===== src/rtl/fpu_pkg.sv =====
// Shared types and the round-robin pick function for the FPU adder arbiter.
`default_nettype none

package fpu_pkg;

  localparam int MAXN = 8;
  localparam int TAGW = 3;

  typedef enum logic [1:0] {
    OK  = 2'b00,
    NAN = 2'b01,
    INF = 2'b10,
    NUL = 2'b11
  } add_state_e;

  typedef struct packed {
    logic            vld;
    logic [TAGW-1:0] id;
  } fpu_tag_t;

  // Search ptr+1, ptr+2, ... (mod n); the pointer itself is the last candidate.
  function automatic logic [MAXN-1:0] rr_pick(input logic [MAXN-1:0] req,
                                              input logic [TAGW-1:0] ptr,
                                              input int unsigned     n);
    logic [MAXN-1:0] gnt;
    logic [TAGW-1:0] idx;
    gnt = '0;
    idx = '0;
    for (int unsigned k = 1; k <= MAXN; k++) begin
      if (k <= n && gnt == '0) begin
        idx = TAGW'((32'(ptr) + k) % n);
        if (req[idx]) gnt[idx] = 1'b1;
      end
    end
    return gnt;
  endfunction

endpackage

`default_nettype wire


===== src/rtl/rr_arbiter.sv =====
// Combinational round-robin pick over N requesters with an externally held pointer.
`default_nettype none

module rr_arbiter
  import fpu_pkg::*;
#(
  parameter int N = 4
) (
  input  logic [N-1:0]    req_i,
  input  logic [TAGW-1:0] ptr_i,
  output logic [N-1:0]    gnt_o
);

  logic [MAXN-1:0] req_ext;
  logic [MAXN-1:0] gnt_ext;
  logic            unused_gnt;

  always_comb begin
    req_ext        = '0;
    req_ext[N-1:0] = req_i;
    gnt_ext        = rr_pick(req_ext, ptr_i, N);
  end

  assign gnt_o      = gnt_ext[N-1:0];
  assign unused_gnt = ^gnt_ext;

endmodule

`default_nettype wire


===== src/rtl/shift_reg_base.sv =====
// Resettable fixed-length shift register; every stage is exposed on taps_o.
`default_nettype none

module shift_reg_base #(
  parameter int WIDTH  = 8,
  parameter int STAGES = 4
) (
  input  logic                    clk,
  input  logic                    rst,
  input  logic [WIDTH-1:0]        d_i,
  output logic [WIDTH-1:0]        q_o,
  output logic [STAGES*WIDTH-1:0] taps_o
);

  logic [STAGES*WIDTH-1:0] stage_q;

  always_ff @(posedge clk or negedge rst) begin
    if (!rst) begin
      stage_q <= '0;
    end else begin
      stage_q[WIDTH-1:0] <= d_i;
      for (int s = 1; s < STAGES; s++) begin
        stage_q[s*WIDTH +: WIDTH] <= stage_q[(s-1)*WIDTH +: WIDTH];
      end
    end
  end

  assign q_o    = stage_q[(STAGES-1)*WIDTH +: WIDTH];
  assign taps_o = stage_q;

endmodule

`default_nettype wire


===== src/rtl/fpu_add_arbiter.sv =====
// Round-robin sharing of one pipelined FP adder among N requesters, with
// tagged issue, result routing and a per-requester in-flight limit.
`default_nettype none

module fpu_add_arbiter
  import fpu_pkg::*;
#(
  parameter int N       = 4,
  parameter int LAT     = 6,
  parameter int MAX_OUT = 2
) (
  input  logic            clk,
  input  logic            rst,
  input  logic            en,
  input  logic [N-1:0]    req_vld,
  output logic [N-1:0]    req_rdy,
  input  logic [N*32-1:0] req_a,
  input  logic [N*32-1:0] req_b,
  output logic [31:0]     add_a,
  output logic [31:0]     add_b,
  output logic            add_arg_vld,
  input  logic [31:0]     add_result,
  input  logic [1:0]      add_state,
  input  logic            add_res_vld,
  output logic [N-1:0]    rsp_vld,
  output logic [31:0]     rsp_result,
  output logic [1:0]      rsp_state,
  output logic            busy,
  output logic            err
);

  localparam int CNTW = $clog2(MAX_OUT + 1);
  localparam int TW   = 1 + TAGW;

  logic [CNTW-1:0] cnt_q [N];
  logic [TAGW-1:0] rr_q;
  logic [31:0]     add_a_q, add_b_q;
  logic            add_arg_vld_q;
  logic [TAGW-1:0] tag_q;
  logic [N-1:0]    rsp_vld_q;
  logic [31:0]     rsp_result_q;
  logic [1:0]      rsp_state_q;
  logic            err_q;

  logic [N-1:0]      elig;
  logic [N-1:0]      gnt;
  logic [N-1:0]      xfer;
  logic [TAGW-1:0]   win_id;
  logic [31:0]       win_a, win_b;
  logic [TW-1:0]     line_out;
  logic [LAT*TW-1:0] line_taps;
  fpu_tag_t          line;
  logic [N-1:0]      rsp_d;
  logic              mismatch;
  logic              busy_d;

  always_comb begin
    for (int i = 0; i < N; i++) begin
      elig[i] = req_vld[i] & en & (cnt_q[i] < CNTW'(MAX_OUT));
    end
  end

  rr_arbiter #(.N(N)) u_arb (
    .req_i (elig),
    .ptr_i (rr_q),
    .gnt_o (gnt)
  );

  assign req_rdy = gnt;
  assign xfer    = req_vld & gnt;

  always_comb begin
    win_id = '0;
    win_a  = '0;
    win_b  = '0;
    for (int i = 0; i < N; i++) begin
      if (gnt[i]) begin
        win_id = TAGW'(i);
        win_a  = req_a[32*i +: 32];
        win_b  = req_b[32*i +: 32];
      end
    end
  end

  // Tag enters the line together with add_arg_vld so its output lines up with add_res_vld.
  shift_reg_base #(.WIDTH(TW), .STAGES(LAT)) u_tag_line (
    .clk    (clk),
    .rst    (rst),
    .d_i    ({add_arg_vld_q, tag_q}),
    .q_o    (line_out),
    .taps_o (line_taps)
  );

  assign line     = line_out;
  assign mismatch = line.vld ^ add_res_vld;

  always_comb begin
    rsp_d = '0;
    for (int i = 0; i < N; i++) begin
      if (line.vld && add_res_vld && line.id == TAGW'(i)) rsp_d[i] = 1'b1;
    end
  end

  always_ff @(posedge clk or negedge rst) begin
    if (!rst) begin
      rr_q          <= '0;
      add_a_q       <= '0;
      add_b_q       <= '0;
      add_arg_vld_q <= 1'b0;
      tag_q         <= '0;
      rsp_vld_q     <= '0;
      rsp_result_q  <= '0;
      rsp_state_q   <= '0;
      err_q         <= 1'b0;
      for (int i = 0; i < N; i++) cnt_q[i] <= '0;
    end else begin
      add_arg_vld_q <= |xfer;
      if (|xfer) begin
        add_a_q <= win_a;
        add_b_q <= win_b;
        tag_q   <= win_id;
        rr_q    <= win_id;
      end
      rsp_vld_q <= rsp_d;
      if (|rsp_d) begin
        rsp_result_q <= add_result;
        rsp_state_q  <= add_state;
      end
      err_q <= err_q | mismatch;
      // Released slot is visible to the arbiter in the same cycle the response pulses.
      for (int i = 0; i < N; i++) begin
        cnt_q[i] <= cnt_q[i] + CNTW'(xfer[i]) - CNTW'(rsp_d[i]);
      end
    end
  end

  always_comb begin
    busy_d = add_arg_vld_q | (|rsp_vld_q);
    for (int i = 0; i < N; i++) begin
      if (cnt_q[i] != '0) busy_d = 1'b1;
    end
    for (int s = 0; s < LAT; s++) begin
      if (line_taps[s*TW + TAGW]) busy_d = 1'b1;
    end
  end

  assign add_a       = add_a_q;
  assign add_b       = add_b_q;
  assign add_arg_vld = add_arg_vld_q;
  assign rsp_vld     = rsp_vld_q;
  assign rsp_result  = rsp_result_q;
  assign rsp_state   = rsp_state_q;
  assign busy        = busy_d;
  assign err         = err_q;

  for (genvar i = 0; i < N; i++) begin : g_cnt_chk
    a_no_overflow : assert property (@(posedge clk) disable iff (!rst)
      !(xfer[i] && !rsp_d[i] && cnt_q[i] == CNTW'(MAX_OUT)));
    a_no_underflow : assert property (@(posedge clk) disable iff (!rst)
      !(rsp_d[i] && !xfer[i] && cnt_q[i] == '0));
  end

endmodule

`default_nettype wire


===== config.mk =====
export PLATFORM = sky130hd
export DESIGN_NAME = fpu_add_arbiter
export DESIGN_NICKNAME = d
export VERILOG_FILES = /design/src/rtl/fpu_pkg.sv /design/src/rtl/rr_arbiter.sv /design/src/rtl/shift_reg_base.sv /design/src/rtl/fpu_add_arbiter.sv
export SDC_FILE = /design/constraint.sdc
export NUM_CORES = 1
export LEC_CHECK = 0
export CORE_AREA = 2 2 157 159
export CTS_CLUSTER_DIAMETER = 200
export DETAILED_ROUTE_END_ITERATION = 12
export DIE_AREA = 0 0 159 161
export DONT_BUFFER_PORTS = 1
export GPL_TIMING_DRIVEN = 0
export HOLD_SLACK_MARGIN = 0.03
export SLEW_MARGIN = 20
export SYNTH_ARGS = -nofsm -noshare
export SYNTH_HDL_FRONTEND = slang
export SYNTH_SLANG_ARGS = --single-unit
export TNS_END_PERCENT = 100

===== constraint.sdc =====
create_clock -name clk -period 6.1 [get_ports clk]
set_clock_uncertainty 0.1 [all_clocks]
set_input_delay 1.525 -clock clk [delete_from_list [all_inputs] [get_ports clk]]
set_output_delay 1.525 -clock clk [all_outputs]
set_load 0.02 [all_outputs]

* After elaboration in Yosys (flattened, before gate mapping) *
Index checks and enable logic that the tools add are counted.

word-level totals
  input bits = 298
  flip-flop bits (word level) = 139
  logic and storage cells = 123

operators by class
  reduce and logical (&&, ||, !) cells = 20
  $lt $le $gt $ge = 12
  eq/ne operators = 3
  bitwise operators = 15
  add/sub/neg operators = 12
  muxes and demuxes = 48

operators with widths
  cell                                                               number
  2-to-1 mux 32 bit                                                  8
  2-to-1 mux 8 bit                                                   4
  logical NOT 8 bit                                                  3
  2-to-1 mux 1 bit                                                   23
  < comparator 2 x 4 -> 1 bit, second input constant                 4
  bitwise OR 8 x 4 -> 8 bit                                          2
  2-to-1 mux 4 bit                                                   3
  OR reduction 4 bit                                                 3
  logical AND 1 bit                                                  9
  adder 2 x 1 -> 2 bit                                               4
  bitwise AND 1 bit                                                  8
  binary-select mux 1 bit (select 2 bit)                             4
  demux 1 bit (select 2 bit)                                         4
  greater-or-equal comparator 2 x 1 -> 1 bit, second input constant  4
  < comparator 2 bit, second input constant                          4
  nonzero test 2 bit                                                 4
  subtractor 2 x 1 -> 2 bit                                          4
  == test 3 x 2 -> 1 bit, second input constant                      2
  2-to-1 mux 3 bit                                                   2
  adder 2 x 1 -> 2 bit, second input constant                        2
  adder 2 bit, second input constant                                 2
  bitwise AND 4 bit                                                  1
  bitwise OR 4 bit                                                   1
  == test 3 x 1 -> 1 bit, second input constant                      1
  3 further kinds                                                    4

* Logic depth before layout (Yosys ltp) *
  depth in word-level cells = 19
  depth in mapped cells = 18
  mapped depth without buffers = 15

* Cells and area by module *
Synthesis repeated with hierarchy kept, for this count alone.

second synthesis, totals
  cells, all modules = 797
  area, all modules = 7667.4 µm²

by module, submodules not included
  module           instances  area an instance (µm²)  cells an instance
  fpu_add_arbiter  1          6615.1                  728
  shift_reg_base   1          630.6                   28
  rr_arbiter       1          421.7                   41

* Worst setup path before layout *
Ideal clock, no wire load.

  path type = in2out
  start = input en
  end = output req_rdy[0]
  path slack = 662 ps
  arrival = 3813 ps
  stages on the path = 9
  required time = 4475 ps
  cells stage by stage = buf_2 nand4bb_1 and2_1 o311a_2 a22o_1 a21oi_1 clkbuf_1 clkbuf_1 a31o_2

between the ends
  cells in the longest elaborated chain, start to end = 14

RTL lines
  what                                    RTL line               text
  start, declared                         fpu_add_arbiter.sv:14  input logic en,
  bitwise AND 1 bit (2 in a row)          fpu_add_arbiter.sv:59  elig[i] = req_vld[i] & en & (cnt_q[i] < CNTW'(MAX_OUT));
  binary-select mux 1 bit (select 2 bit)  fpu_pkg.sv:32          if (req[idx]) gnt[idx] = 1'b1;
  2-to-1 mux 1 bit (implied by the code)  fpu_pkg.sv:32
  2-to-1 mux 4 bit                        fpu_pkg.sv:32
  bitwise OR 8 x 4 -> 8 bit (no line)     -
  2-to-1 mux 8 bit                        fpu_pkg.sv:32
  2-to-1 mux 8 bit                        fpu_pkg.sv:30          if (k <= n && gnt == '0) begin
  bitwise OR 8 x 4 -> 8 bit (no line)     -
  2-to-1 mux 8 bit                        fpu_pkg.sv:32
  2-to-1 mux 8 bit                        fpu_pkg.sv:30
  bitwise OR 4 bit (no line)              -
  2-to-1 mux 4 bit                        fpu_pkg.sv:32
  2-to-1 mux 4 bit (*)                    fpu_pkg.sv:30
  end, declared                           fpu_add_arbiter.sv:16  output logic [N-1:0] req_rdy,

Every way passes the cells marked *; elsewhere a longest branch is shown, timed or not. The select of a mux whose other input is x is not followed.

* Worst setup path in the final report *
Same ends and word-level chain as after synthesis.

==> metrics.md <==
| Metric | Value |
|---|---|
| Outcome | `finished, final reports clean` |
| Final setup fails | `0` |
| Mean Syn Cell Area | `10.3 um^2` |
| Total of max-cap violations | `0` |
| Worst EP required | `around 4.5 ns` |
| Via/cell ratio | `5.95` |
| Antenna-violating nets left | `0` |
| Share of layout cells above drive strength 1 | `14.8%` |
| Skew-Pair Late Insertion Delay | `0.42 ns` |
| Net Switching | `0.00303 W` |
| Synthesized area | `7220 um^2` |
| H-tree lvl count | `4` |
| Nets | `1029` |
| Hold wc startpoint | `u_tag_line.taps_o[5]` |
| Worst setup EP type | `output pin` |
| Final Instance Area | `just over 8000 um^2` |
| Clock buffer count from CTS | `17` |
| Depth of the most critical reg-to-reg path | `14` |
| GP Congestion | `0.914` |
| Via count | `6274` |
| Sequential fraction of the synthesis area | `45.8%` |
| CTS Root Cell | `clkbuf_16` |
| CORE AREA | `between 20000 and 25000 um^2` |
| Sum Neg Setup Slack | `0 ns` |
| Seq cells post-synth | `132` |
| GRT overflow | `0` |
| Post-layout minimum cycle time | `5.80 ns` |
| Worst R2R End | `add_b[15]` |
| DPL Wire Length | `between 20000 and 25000 um` |
| Max-Slew Margin vs Limit | `53.4%` |
| Vias in the first global route | `about 6200` |
| FF-to-FF Start | `tag_q[0]` |
| WHS Path Cells | `0` |
| Initial DRT Pass Iterations | `5` |
| Worst Hold Slack | `0.245 ns` |
| Final-report hold violation count | `0` |
| Critical path class | `in -> out` |
| Post-synth EDFFs | `0` |
| Setup Buffers After CTS | `0` |
| Die Ht | `161 um` |
| Synth top area cells | `dfrtp_1 (46%), a32oi_1 (8.1%), a311oi_1 (7.8%)` |
| Area Growth Syn to Fin | `14.0%` |
| I/O pin count | `407` |
| Post-synth top area cell | `dfrtp_1` |
| Async set-or-reset flop fraction in the synthesized netlist | `100%` |
| HP Class | `reg -> reg` |
| Syn_nets | `roughly 1000` |
| Synth top area share | `a little under half` |
| Leak Pwr | `around 3.6 nW` |
| F_max | `172 MHz` |
| Initial DRC count | `just under 500` |
| Net Sw Frac | `51.2%` |
| Synthesis Warnings | `0` |
| Clock buffer depth | `2` |
| Sequential Power Share | `~32%` |
| Slack of the worst reg-to-reg path | `about 1.3 ns` |
| Hold path endpoint | `u_tag_line.taps_o[9]` |
| Clk pwr share | `17.6%` |
| Largest net degree at the start of global routing | `133` |
| P per Cell Area | `slightly above 700 nW/um^2` |
| Area after DPL | `7620 um^2` |
| Drt drc | `0` |
| Max Fanout on Critical Path | `19` |
| Wire per inst | `26.5 um` |
| GRT Total Usage | `21.1%` |
| Crit start category | `primary input` |
| Ys flop type | `dfrtp_1` |
| Final Max Slew Viols | `0` |
| Num rows | `57` |
| RSZ-0062 raised after global routing | `no` |
| Combinational fraction of design power | `50.3%` |
| Peak VDD IR | `392 uV` |
| Gate Count Post-Synth | `698` |
| CTS tree | `yes` |
| First-pass GRT wire length | `40600 um` |
| Clock Sinks | `132` |
| Final setup margin | `0.302 ns` |
| Cts hold-fix bufs | `0` |
| Pre-CTS setup slack | `-0.574 ns` |
| Synth cell types | `61` |
| Worst EP arrival | `4.17 ns` |
| Worst Tran Pin Value | `0.699 ns` |
| Initial antenna violation count | `2` |
| IO buf count | `0` |
| Internal power consumption | `0.00289 W` |
| Initial Utilization | `30.1%` |
| Final wirelength | `about 28000 um` |
| Fin crit share | `95.0%` |
| Reg clk slew, reported paths | `~0.07 ns` |
| Die area | `25600 um^2` |
| Die X | `159 um` |
-- routing by layer --
metal	GRT usage [%]	part of all wire, %
met5	0	0
met4	7.44	2.9
met3	5.08	7.4
met2	33.1	47
met1	28.6	42
-- worst max-delay path: stages --
cell,delay (ns)
buf_2,0.19
nand4bb_1,0.22
a21oi_1,0.23
or2_1,0.18
clkbuf_1,0.39
a211oi_1,0.12
a21oi_1,0.51
clkbuf_4,0.50
a31o_2,0.31
-- registers in the layout, indices dropped and copies added (netlist names) --
register           flops
add_a                 32
add_arg_vld            1
add_b                 32
cnt_q                  8
err                    1
rsp_result            32
rsp_state              2
rsp_vld                4
tag_q                  2
u_tag_line.taps_o     18
-- power by group through the flow --
stage          Combinational (W)  Clock, W  Sequential (W)
2_1_floorplan            0.00212         0         0.00179
3_3_place_gp             0.00293         0         0.00191
3_5_place_dp             0.00298         0         0.00191
4_1_cts                  0.00298   0.00107         0.00190
5_1_grt                  0.00326   0.00111         0.00194
6_report                 0.00298   0.00104         0.00190
-- synth_stat cells, drive strengths merged (2+ instances only) --
cell type and count:
nand2 75, clkbuf 28, a21oi 8, nand4b 2
mux2i 4, o311a 2, xnor2 8, nor2b 5
a32oi 67, inv 14, nand2b 2, o21ai 5
dfrtp 132, and2 4, nor3 3, or2 3
nor4 6, nand4bb 2, a211oi 4, a311oi 64
a21o 67, o41a 2, a22oi 2, mux2 34
ha 16, buf 37, and4bb 2, o211ai 3
o2111a 3, a211o 4, nor2 69
-- worst max path at each step --
stage               cells past startpoint  from         end
floorplan                               9    en  req_rdy[0]
global placement                        9    en  req_rdy[0]
detailed placement                     10    en  req_rdy[0]
CTS                                     9    en  req_rdy[2]
global route                            9    en  req_rdy[0]
finish                                  9    en  req_rdy[0]
-- per-stage QoR --
stage / power (W) / cells / util, %
after detailed placement: 0.00489 / 1022 / 31.8
after floorplan: 0.00390 / 698 / -
final: 0.00592 / 1054 / 34.4
after global routing: 0.00631 / 1054 / 34.4
after CTS: 0.00595 / 1052 / 34.3
after global placement: 0.00484 / 1022 / 31.8
-- cells by family (layout without fill, tap and decap cells) --
| kind of cell | count (synthesis) | in the layout | share of synthesized area (%) |
|---|---|---|---|
| buffers and inverters | 79 | 109 | 4.96 |
| adders and majority gates | 16 | 16 | 2.77 |
| other | 0 | 2 | 0 |
| and+or+nand+nor | 181 | 181 | 11.3 |
| muxes | 39 | 39 | 6.17 |
| AOI/OAI and AO/OA | 243 | 243 | 28.1 |
| DFF | 132 | 132 | 45.8 |
| xor gates and xnor gates | 8 | 8 | 0.971 |
-- layout by cell type (no fill, tap or decap), types with 4 or more instances in the layout --
cell type and n:
a32oi_1 67, nor2b_1 5, dfrtp_1 132, buf_6 4
inv_8 5, ha_1 16, buf_2 25, a21o_1 67
a211o_1 4, xnor2_1 8, mux2i_1 4, nand2_1 75
clkbuf_16 17, and2_1 4, a21oi_1 8, mux2_2 34
nor4_1 6, buf_1 8, nor2_1 69, a211oi_1 4
clkbuf_1 24, a311oi_1 64, inv_1 13, clkinv_8 5
-- cell type report --
class / instances / area (um^2)
Fill cell: 2505 / 15700
Clock buffer: 17 / 425
Antenna cell: 2 / 5.00
Inverter: 14 / 52.6
Multi-Input combinational cell: 487 / 3560
Clock inverter: 15 / 180
Tap cell: 324 / 405
Sequential cell: 132 / 3300
Buffer: 63 / 303
-- timing repair --
action,4_1_cts,5_1_grt
setup endpoints to repair,2,2
pin swaps,0,0
gates resized for setup,1,5
Power figures use the tool's default switching activity.
